**src/rtl/bp_fe_cmd_acceptor.sv**
```systemverilog
// ---------------------------------------------------------------------------
// bp_fe_cmd_acceptor
//
// Front-end command acceptor. Takes packed commands from the back-end command
// queue, turns each accepted command into single-cycle action pulses
// (PC redirect, branch predictor update, ITLB/I$ maintenance) and tracks the
// front-end privilege level and translation mode.
//
// Handshake: fe_cmd_v_i marks fe_cmd_i as valid. fe_cmd_yumi_o is a
// same-cycle consume: when it is high the command on fe_cmd_i is taken on the
// coming rising edge, and every action pulse for that command is driven
// combinationally in that same cycle. yumi never rises without fe_cmd_v_i.
//
// Ports
//   clk_i, reset_i              clock, synchronous active-high reset
//   fe_cmd_i / fe_cmd_v_i       command and its valid
//   fe_cmd_yumi_o               command consumed this cycle
//   redirect_v_o/redirect_npc_o PC generator redirect pulse and target
//   mispredict_v_o, attaboy_v_o, attaboy_taken_o, br_metadata_o
//                               branch predictor update pulses and metadata
//   itlb_fill_v_o, itlb_fence_v_o, icache_fence_v_o
//                               maintenance action pulses
//   icache_fence_done_i         I$ fence complete
//   fetch_stall_o               fetch suppressed
//   priv_o, translation_en_o    registered privilege and translation mode
//   mispredict_cnt_o, attaboy_cnt_o
//                               saturating statistics counters
//   state_o                     FSM state (0 freeze, 1 run, 2 fence, 3 wait)
//
// Optional feature: define BP_FE_CMD_ACCEPTOR_STATS_EN to build the
// statistics counters; otherwise both counter outputs are tied to zero.
// ---------------------------------------------------------------------------
package bp_fe_cmd_acceptor_pkg;

    typedef enum logic [1:0] {
        e_bp_default_cfg = 2'd0,
        e_bp_sv48_cfg    = 2'd1
    } bp_params_e;

    function automatic int vaddr_width_f(input bp_params_e cfg);
        return (cfg == e_bp_sv48_cfg) ? 48 : 39;
    endfunction

    function automatic int br_metadata_width_f(input bp_params_e cfg);
        return (cfg == e_bp_sv48_cfg) ? 45 : 36;
    endfunction

    typedef enum logic [3:0] {
        e_op_state_reset    = 4'd0,
        e_op_pc_redirection = 4'd1,
        e_op_icache_fill    = 4'd2,
        e_op_icache_fence   = 4'd3,
        e_op_attaboy        = 4'd4,
        e_op_itlb_fill      = 4'd5,
        e_op_itlb_fence     = 4'd6,
        e_op_wait           = 4'd7
    } bp_fe_command_queue_opcodes_e;

    typedef enum logic [2:0] {
        e_subop_resume             = 3'd0,
        e_subop_translation_switch = 3'd1,
        e_subop_eret               = 3'd2,
        e_subop_branch_mispredict  = 3'd3,
        e_subop_trap               = 3'd4,
        e_subop_interrupt          = 3'd5,
        e_subop_context_switch     = 3'd6
    } bp_fe_command_queue_subopcodes_e;

endpackage

module bp_fe_cmd_acceptor
    import bp_fe_cmd_acceptor_pkg::*;
#(
    parameter bp_params_e bp_params_p = e_bp_default_cfg,
    localparam int vaddr_width_p = vaddr_width_f(bp_params_p),
    localparam int branch_metadata_fwd_width_p = br_metadata_width_f(bp_params_p),
    // opcode + npc + subop + priv + translation_en + taken + metadata
    localparam int fe_cmd_width_lp = 4 + vaddr_width_p + 3 + 2 + 1 + 1 + branch_metadata_fwd_width_p
) (
    input  logic                                   clk_i,
    input  logic                                   reset_i,
    input  logic [fe_cmd_width_lp-1:0]             fe_cmd_i,
    input  logic                                   fe_cmd_v_i,
    output logic                                   fe_cmd_yumi_o,
    output logic                                   redirect_v_o,
    output logic [vaddr_width_p-1:0]               redirect_npc_o,
    output logic                                   mispredict_v_o,
    output logic                                   attaboy_v_o,
    output logic                                   attaboy_taken_o,
    output logic [branch_metadata_fwd_width_p-1:0] br_metadata_o,
    output logic                                   itlb_fill_v_o,
    output logic                                   itlb_fence_v_o,
    output logic                                   icache_fence_v_o,
    input  logic                                   icache_fence_done_i,
    output logic                                   fetch_stall_o,
    output logic [1:0]                             priv_o,
    output logic                                   translation_en_o,
    output logic [15:0]                            mispredict_cnt_o,
    output logic [15:0]                            attaboy_cnt_o,
    output logic [1:0]                             state_o
);

    localparam logic [1:0] e_freeze = 2'd0;
    localparam logic [1:0] e_run    = 2'd1;
    localparam logic [1:0] e_fence  = 2'd2;
    localparam logic [1:0] e_wait   = 2'd3;

    localparam logic [1:0] priv_machine = 2'b11;

    typedef struct packed {
        logic [3:0]                             opcode;
        logic [vaddr_width_p-1:0]               npc;
        logic [2:0]                             subop;
        logic [1:0]                             priv;
        logic                                   translation_en;
        logic                                   branch_taken;
        logic [branch_metadata_fwd_width_p-1:0] branch_metadata;
    } bp_fe_cmd_s;

    bp_fe_cmd_s cmd;
    assign cmd = fe_cmd_i;

    logic [1:0] state_q, state_d;
    logic [1:0] priv_q, priv_d;
    logic       translation_en_q, translation_en_d;
    logic       yumi;

    // Commands are held off only while an I$ fence is outstanding.
    assign yumi          = ~reset_i & fe_cmd_v_i & (state_q != e_fence);
    assign fe_cmd_yumi_o = yumi;

    always_comb begin
        state_d          = state_q;
        priv_d           = priv_q;
        translation_en_d = translation_en_q;
        redirect_v_o     = 1'b0;
        redirect_npc_o   = '0;
        mispredict_v_o   = 1'b0;
        attaboy_v_o      = 1'b0;
        attaboy_taken_o  = 1'b0;
        br_metadata_o    = '0;
        itlb_fill_v_o    = 1'b0;
        itlb_fence_v_o   = 1'b0;
        icache_fence_v_o = 1'b0;

        if (yumi) begin
            if (state_q == e_freeze) begin
                // Frozen: only a state reset wakes the front end up.
                if (cmd.opcode == e_op_state_reset) begin
                    redirect_v_o     = 1'b1;
                    priv_d           = cmd.priv;
                    translation_en_d = cmd.translation_en;
                    state_d          = e_run;
                end
            end else if (!(state_q == e_wait && cmd.opcode == e_op_attaboy)) begin
                // Run, or wait with a non-attaboy command (wait drains
                // attaboys silently since fetch is not producing branches).
                case (cmd.opcode)
                    e_op_state_reset: begin
                        redirect_v_o     = 1'b1;
                        priv_d           = cmd.priv;
                        translation_en_d = cmd.translation_en;
                        state_d          = e_run;
                    end
                    e_op_pc_redirection: begin
                        redirect_v_o = 1'b1;
                        state_d      = e_run;
                        case (cmd.subop)
                            e_subop_branch_mispredict: begin
                                mispredict_v_o = 1'b1;
                                br_metadata_o  = cmd.branch_metadata;
                            end
                            e_subop_resume, e_subop_eret, e_subop_trap, e_subop_interrupt: begin
                                priv_d           = cmd.priv;
                                translation_en_d = cmd.translation_en;
                            end
                            e_subop_translation_switch: begin
                                translation_en_d = cmd.translation_en;
                            end
                            default: ;
                        endcase
                    end
                    e_op_icache_fill: begin
                        redirect_v_o = 1'b1;
                        state_d      = e_run;
                    end
                    e_op_icache_fence: begin
                        redirect_v_o     = 1'b1;
                        icache_fence_v_o = 1'b1;
                        state_d          = e_fence;
                    end
                    e_op_attaboy: begin
                        attaboy_v_o     = 1'b1;
                        attaboy_taken_o = cmd.branch_taken;
                        br_metadata_o   = cmd.branch_metadata;
                        state_d         = e_run;
                    end
                    e_op_itlb_fill: begin
                        redirect_v_o  = 1'b1;
                        itlb_fill_v_o = 1'b1;
                        state_d       = e_run;
                    end
                    e_op_itlb_fence: begin
                        redirect_v_o   = 1'b1;
                        itlb_fence_v_o = 1'b1;
                        state_d        = e_run;
                    end
                    e_op_wait: begin
                        redirect_v_o = 1'b1;
                        state_d      = e_wait;
                    end
                    default: ;
                endcase
            end
        end else if (state_q == e_fence && icache_fence_done_i) begin
            state_d = e_run;
        end

        if (redirect_v_o) begin
            redirect_npc_o = cmd.npc;
        end
    end

    always_ff @(posedge clk_i) begin
        if (reset_i) begin
            state_q          <= e_freeze;
            priv_q           <= priv_machine;
            translation_en_q <= 1'b0;
        end else begin
            state_q          <= state_d;
            priv_q           <= priv_d;
            translation_en_q <= translation_en_d;
        end
    end

    assign priv_o           = priv_q;
    assign translation_en_o = translation_en_q;
    assign state_o          = state_q;

    // Attaboys do not disturb fetch; any other pending command will.
    assign fetch_stall_o = reset_i | (state_q != e_run)
                         | (fe_cmd_v_i & (cmd.opcode != e_op_attaboy));

`ifdef BP_FE_CMD_ACCEPTOR_STATS_EN
    logic [15:0] mispredict_cnt_q, mispredict_cnt_d;
    logic [15:0] attaboy_cnt_q, attaboy_cnt_d;

    always_comb begin
        mispredict_cnt_d = mispredict_cnt_q;
        attaboy_cnt_d    = attaboy_cnt_q;
        if (mispredict_v_o && (mispredict_cnt_q != 16'hFFFF)) begin
            mispredict_cnt_d = mispredict_cnt_q + 16'd1;
        end
        if (attaboy_v_o && (attaboy_cnt_q != 16'hFFFF)) begin
            attaboy_cnt_d = attaboy_cnt_q + 16'd1;
        end
    end

    always_ff @(posedge clk_i) begin
        if (reset_i) begin
            mispredict_cnt_q <= 16'd0;
            attaboy_cnt_q    <= 16'd0;
        end else begin
            mispredict_cnt_q <= mispredict_cnt_d;
            attaboy_cnt_q    <= attaboy_cnt_d;
        end
    end

    assign mispredict_cnt_o = mispredict_cnt_q;
    assign attaboy_cnt_o    = attaboy_cnt_q;
`else
    assign mispredict_cnt_o = 16'd0;
    assign attaboy_cnt_o    = 16'd0;
`endif

endmodule

```
**config.mk**
```make
export PLATFORM = sky130hd
export DESIGN_NAME = bp_fe_cmd_acceptor
export DESIGN_NICKNAME = d
export VERILOG_FILES = /design/src/rtl/bp_fe_cmd_acceptor.sv
export SDC_FILE = /design/constraint.sdc
export NUM_CORES = 1
export LEC_CHECK = 0
export ABC_AREA = 1
export BUFFER_PORTS_ARGS = -buffer_cell sky130_fd_sc_hd__clkbuf_2
export CAP_MARGIN = 20
export CELL_PAD_IN_SITES_DETAIL_PLACEMENT = 2
export CELL_PAD_IN_SITES_GLOBAL_PLACEMENT = 2
export CORE_MARGIN = 10
export CORE_UTILIZATION = 12
export CTS_BUF_LIST = sky130_fd_sc_hd__clkbuf_16
export CTS_CLUSTER_DIAMETER = 60
export CTS_CLUSTER_SIZE = 8
export DETAILED_ROUTE_END_ITERATION = 12
export PLACE_DENSITY = 0.8
export SETUP_SLACK_MARGIN = 0.02
export SYNTH_ARGS = -nofsm -noshare
export SYNTH_HDL_FRONTEND = slang
export SYNTH_SLANG_ARGS = --single-unit
```
**constraint.sdc**
```tcl
create_clock -name clk_i -period 1.8 [get_ports clk_i]
set_clock_uncertainty 0.15 [all_clocks]
set_input_delay 0.27 -clock clk_i [delete_from_list [all_inputs] [get_ports clk_i]]
set_output_delay 0.27 -clock clk_i [all_outputs]
set_load 0.005 [all_outputs]
```
### Word level (Yosys, flattened, before mapping)

Index checks and enable logic that the tools add are counted.

* logic and storage cells: 99
* bits of input ports: 90
* register bits after elaboration: 5
* output and inout bits: 121

* multiplexer cells: 52
* reduce and logical (&&, ||, !) cells: 14
* equality and inequality tests: 24
* bitwise gates (word level): 6

Operators by type and width (number)
* 2-to-1 mux 36 bit: 4
* case mux 36 bit (2 select lines): 1
* 2-to-1 mux 39 bit: 1
* 2-to-1 mux 1 bit: 34
* 2-to-1 mux 2 bit: 9
* == test 4 x 3 -> 1 bit (second input constant): 4
* AND reduction 5 bit: 2
* inequality test 3 bit (second input constant): 3
* == test 4 x 2 -> 1 bit (second input constant): 2
* OR reduction 7 bit: 1
* == test 3 x 2 -> 1 bit (second input constant): 2
* == test 3 bit (second input constant): 2
* case mux 2 bit (3 select lines): 1
* OR reduction 6 bit: 1
* inequality test 5 x 2 -> 1 bit (second input constant): 1
* OR reduction 5 bit: 1
* == test 2 bit (second input constant): 2
* == test 4 x 1 -> 1 bit (second input constant): 1
* zero test 4 bit: 1
* inequality test 2 x 1 -> 1 bit (second input constant): 2
* inequality test 2 bit (second input constant): 2
* inequality test 4 x 3 -> 1 bit (second input constant): 1
* case mux 2 bit (2 select lines): 1
* AND reduction 4 bit: 1
* 11 further kinds: 16

### Depth between registers and ports, before layout

* depth in word-level cells: 7
* depth in mapped cells: 8
* mapped depth without buffers: 8

### Least setup slack after synthesis

No wires, ideal clock.

* kind: register -> output
* from: register state_q[0] (netlist: state_o[0])
* to: output port br_metadata_o[27]
* setup slack: 0.174 ns
* required time: 1.380 ns
* path buffers: 2
* stages on the path, launching flop included: 7
* data arrival time: 1.206 ns
* cells stage by stage: dfxtp_1 inv_1 nor2_1 nand2_1 buf_4 buf_6 nor3b_2

* longest elaborated chain between the ends: 5
* elaborated cells between the ends (all ways): 8
* classes of those cells: eq/ne (2); mux (3); bitwise (1); reduce/logical (2)

Ends and longest elaborated chain
* from (decl): line 123 `logic [1:0] state_q, state_d;`
* from (signal assigned): line 226 `state_q <= e_freeze;`
* from (signal assigned): line 230 `state_q <= state_d;`
* == test 2 bit: line 155 `end else if (!(state_q == e_wait && cmd.opcode == e_op_attaboy)) begin`
* logical AND 1 bit: line 155
* 2-to-1 mux 36 bit: line 155
* 2-to-1 mux 36 bit: line 147 `if (state_q == e_freeze) begin`
* 2-to-1 mux 36 bit *: line 146 `if (yumi) begin`
* to (decl): line 90 `output logic [branch_metadata_fwd_width_p-1:0] br_metadata_o,`

Mark *: on every way between the ends. The rest lies on a longest branch, timed or not.

### Final worst setup path

* from: input port fe_cmd_i[83]
* to: output port redirect_npc_o[6]

* longest elaborated chain between the ends: 7
* elaborated cells between the ends (all ways): 16
* classes of those cells: eq/ne (7); mux (6); reduce/logical (3)

Ends and longest elaborated chain
* from (decl): line 82 `input logic [fe_cmd_width_lp-1:0] fe_cmd_i,`
* == test 4 x 1 -> 1 bit, or another cell as far along: line 158 `case (cmd.opcode)`
* OR reduction 7 bit (no source line)
* 2-to-1 mux 1 bit: line 158
* 2-to-1 mux 1 bit: line 155
* 2-to-1 mux 1 bit *: line 147
* 2-to-1 mux 1 bit *: line 146
* 2-to-1 mux 39 bit *: line 219 `if (redirect_v_o) begin`
* to (decl): line 86 `output logic [vaddr_width_p-1:0] redirect_npc_o,`

Marked as above.

==> impl_results.md <==
* # fillers at approximately 1500
* Routed vias at approximately 2300
* Hold-fix buffers at CTS at 0
* Antenna cells at 0
* First-pass GRT wire length at approximately 15000 um
* Seq/Total Area, Yosys at 6.509%
* CP Launch Type: primary input
* Commonest non-fill, non-tap cells in the layout: 109 x clkbuf_2, 61 x buf_2, 47 x inv_1
* Reg power frac at 11.6%
* RSZ-0062 raised after global routing: true
* Slack of the critical path at -0.2275 ns
* CP Class: primary input to output pin
* Post-route cell area at ~3500 um^2
* Period utilisation layout at 112.6%
* Vias in the first global route at 2555
* Synth-to-layout area growth at 124.5%
* Maximum clock rate at ~0.5 GHz
* Warnings, synthesis at 0
* CP Cell Sequence: clkbuf_2 > nor2_4 > nand2_1 > nand2_2 > nand3_4 > bufbuf_16 > nor2_1 > clkbuf_2
* Syn Inst Count at about 240
* IO Pins at between 200 and 250
* Placer's final routability congestion estimate at 0.7639
* Max clock buf depth at 2
* Worst EP arrival at about 1.6 ns
* DRC at 0
* Clock Sinks at 5
* Fraction of layout cells with a size suffix above 1 at 70.20%
* DRT iter0 DRCs at 27
* Worst Path Max Fanout at 5
* Worst path most repeated cell: clkbuf_2
* Detailed-route wire length per cell at ~18 um
* HP Class: primary input to register
* Routed wire length at ~11000 um
* Clock share of power at 32.3%
* Critical Path RT at between 1 and 1.5 ns
* Most common cell after layout, fill and taps aside: clkbuf_2
* Mapped Avg Cell Area at roughly 6.3 um^2
* Synthesized flop and latch total at 5
* Number of CTS-inserted buffers at 3
* Setup-failing EPs final at between 70 and 80
* Failing checks: negative setup slack
* Final Net Count at 544
* Largest net degree at the start of global routing at 36
* Row cnt at 41
* Clk Latency, worst-skew pair at around 0.22 ns
* Area post-placement at roughly 2600 um^2
* Mapped Area at 1538 um^2
* Power Total at 1.105 mW
* Grt total ovfl at 0
* Cell Pwr Density at roughly 320 nW/um^2
* # port buffers at around 180
* Bufs and invs on worst path at 3
* CTS tree: yes
* Die H at about 130 um
* Final core occ at a little over a quarter
* Logic pwr share at 56.1%
* Cell family with most CP delay: simple AND/OR/NAND/NOR gates
* Max Cap Violations at 0
* Reg clk slew, reported paths at 0.03 ns
* Tot GR Track Use at between 10% and 20%
* Die width at between 100 and 150 um
* DP Cell Count at 600
* Cell with the largest stage delay on the worst path: bufbuf_16
* CTS root buffer: clkbuf_16
* Total core area at approximately 13000 um^2
* LEAKAGE at about 2 nW
* Antenna violations before repair at 0
* Die area at approximately 18000 um^2
* Non-filler cells, final at 625
* Slew Limit Fails at 0
* Starting Density at 12.23%
* Internal at ~0.71 mW
* Kind of end point of the critical path: output pin
* Routed Antenna Nets at 0
* Worst hold margin at about 0.11 ns
* DP Wirelength at about 8100 um
* Hold Violations, Final at 0
* Peak supply drop at between 0.3 and 0.4 mV
* Sw Share at 35.56%
* Crit-path max cell delay at about 0.3 ns
* Synth cell types at 24
* Sw power at ~0.39 mW
* # H-tree levels at 1
* First-pass DRT Iterations at 4
* Status: finished with violations
* Fin crit period at a little over 2 ns
* Vias per cell at about 3.6
cells in the mapped netlist:
cell	n	share of area, %
nor2_1	52	13
inv_1	50	12
buf_4	33	16
nor3b_2	30	24
nand2_1	23	5.6
nand3_1	10	3.3
buf_2	6	2.0
nor3b_1	6	2.9
dfxtp_1	5	6.5
nor3_1	4	1.3
o21ai_0	4	1.3
buf_12	3	3.9
nor2_2	3	1.2
a21oi_1	2	0.65
buf_6	2	1.5
inv_2	2	0.49
nand2_2	2	0.81
and2_1	1	0.41
conb_1	1	0.24
nand4_1	1	0.41
nor2_4	1	0.73
nor4_1	1	0.41
o21a_1	1	0.49
o21bai_1	1	0.49
layer usage:
metal / vias up / GRT usage [%] / part of all wire (%)
met3: 4 / 2.744 / 6.0
met2: 103 / 20.86 / 57
met5: - / 0 / 0
met1: 1078 / 10.15 / 37
met4: 0 / 1.088 / 0.28
li1: 1092 / - / -
timing repair:
item,in CTS,in global routing
endpoints found under the hold margin,0,0
setup endpoints to repair,82,82
pin swaps,1,26
gates cloned,3,9
gates resized for setup,46,136
setup buffers,4,5
flip-flops by register name, indices dropped and copies added, names as in the netlist:
name and cells:
priv_o 2, state_o 2, translation_en_o 1
final timing paths:
check	depth (start not counted)	from	slack, ns	to
setup / recovery	8	fe_cmd_i[83]	-0.23	redirect_npc_o[6]
hold / removal	3	fe_cmd_i[38]	0.11	priv_o[0]
setup reg to reg	10	state_o[1]	0.22	translation_en_o
hold reg to reg	2	priv_o[1]	0.34	priv_o[1]
power groups by stage:
stage | clock network, mW | logic (mW) | registers [mW]
finish | 0.357 | 0.619 | 0.129
global route | 0.375 | 0.676 | 0.130
CTS | 0.364 | 0.511 | 0.128
detailed placement | 0 | 0.412 | 0.127
global placement | 0 | 0.395 | 0.127
floorplan | 0 | 0.230 | 0.128
area by class of cell:
cell class	instances	area [um^2]	area share [%]
Timing Repair Buffer	218	1493	43.24
Multi-Input combinational cell	174	1360	39.40
Tap cell	172	215.2	6.234
Inverter	52	197.7	5.727
Sequential cell	5	107.6	3.117
Clock buffer	3	75.07	2.175
Clock inverter	1	3.754	0.1087
per-stage QoR:
| step | setup WS [ns] | setup TNS [ns] |
|---|---|---|
| global route | -0.3084 | -11.59 |
| floorplan | 0.1743 | 0 |
| finish | -0.2275 | -6.125 |
| global placement | -0.04476 | -0.09687 |
| CTS | -0.1856 | -8.063 |
| detailed placement | -0.1222 | -4.488 |
kinds of logic (layout without fill, tap and decap cells):
group	Yosys count	after routing	share of synthesized area [%]
AO/OA/AOI/OAI	8	8	2.930
buffers and inverters	96	274	36.13
flip-flops	5	5	6.510
other	1	32	0.2439
AND/OR/NAND/NOR	134	134	54.19
tightest hold or removal path: cells and delay by family:
| family | cells | cell delay (ns) |
|---|---|---|
| and+or+nand+nor | 2 | 0.10 |
| buffers and inverters | 1 | 0.08 |
No activity file was read; power rests on OpenSTA's default activity.
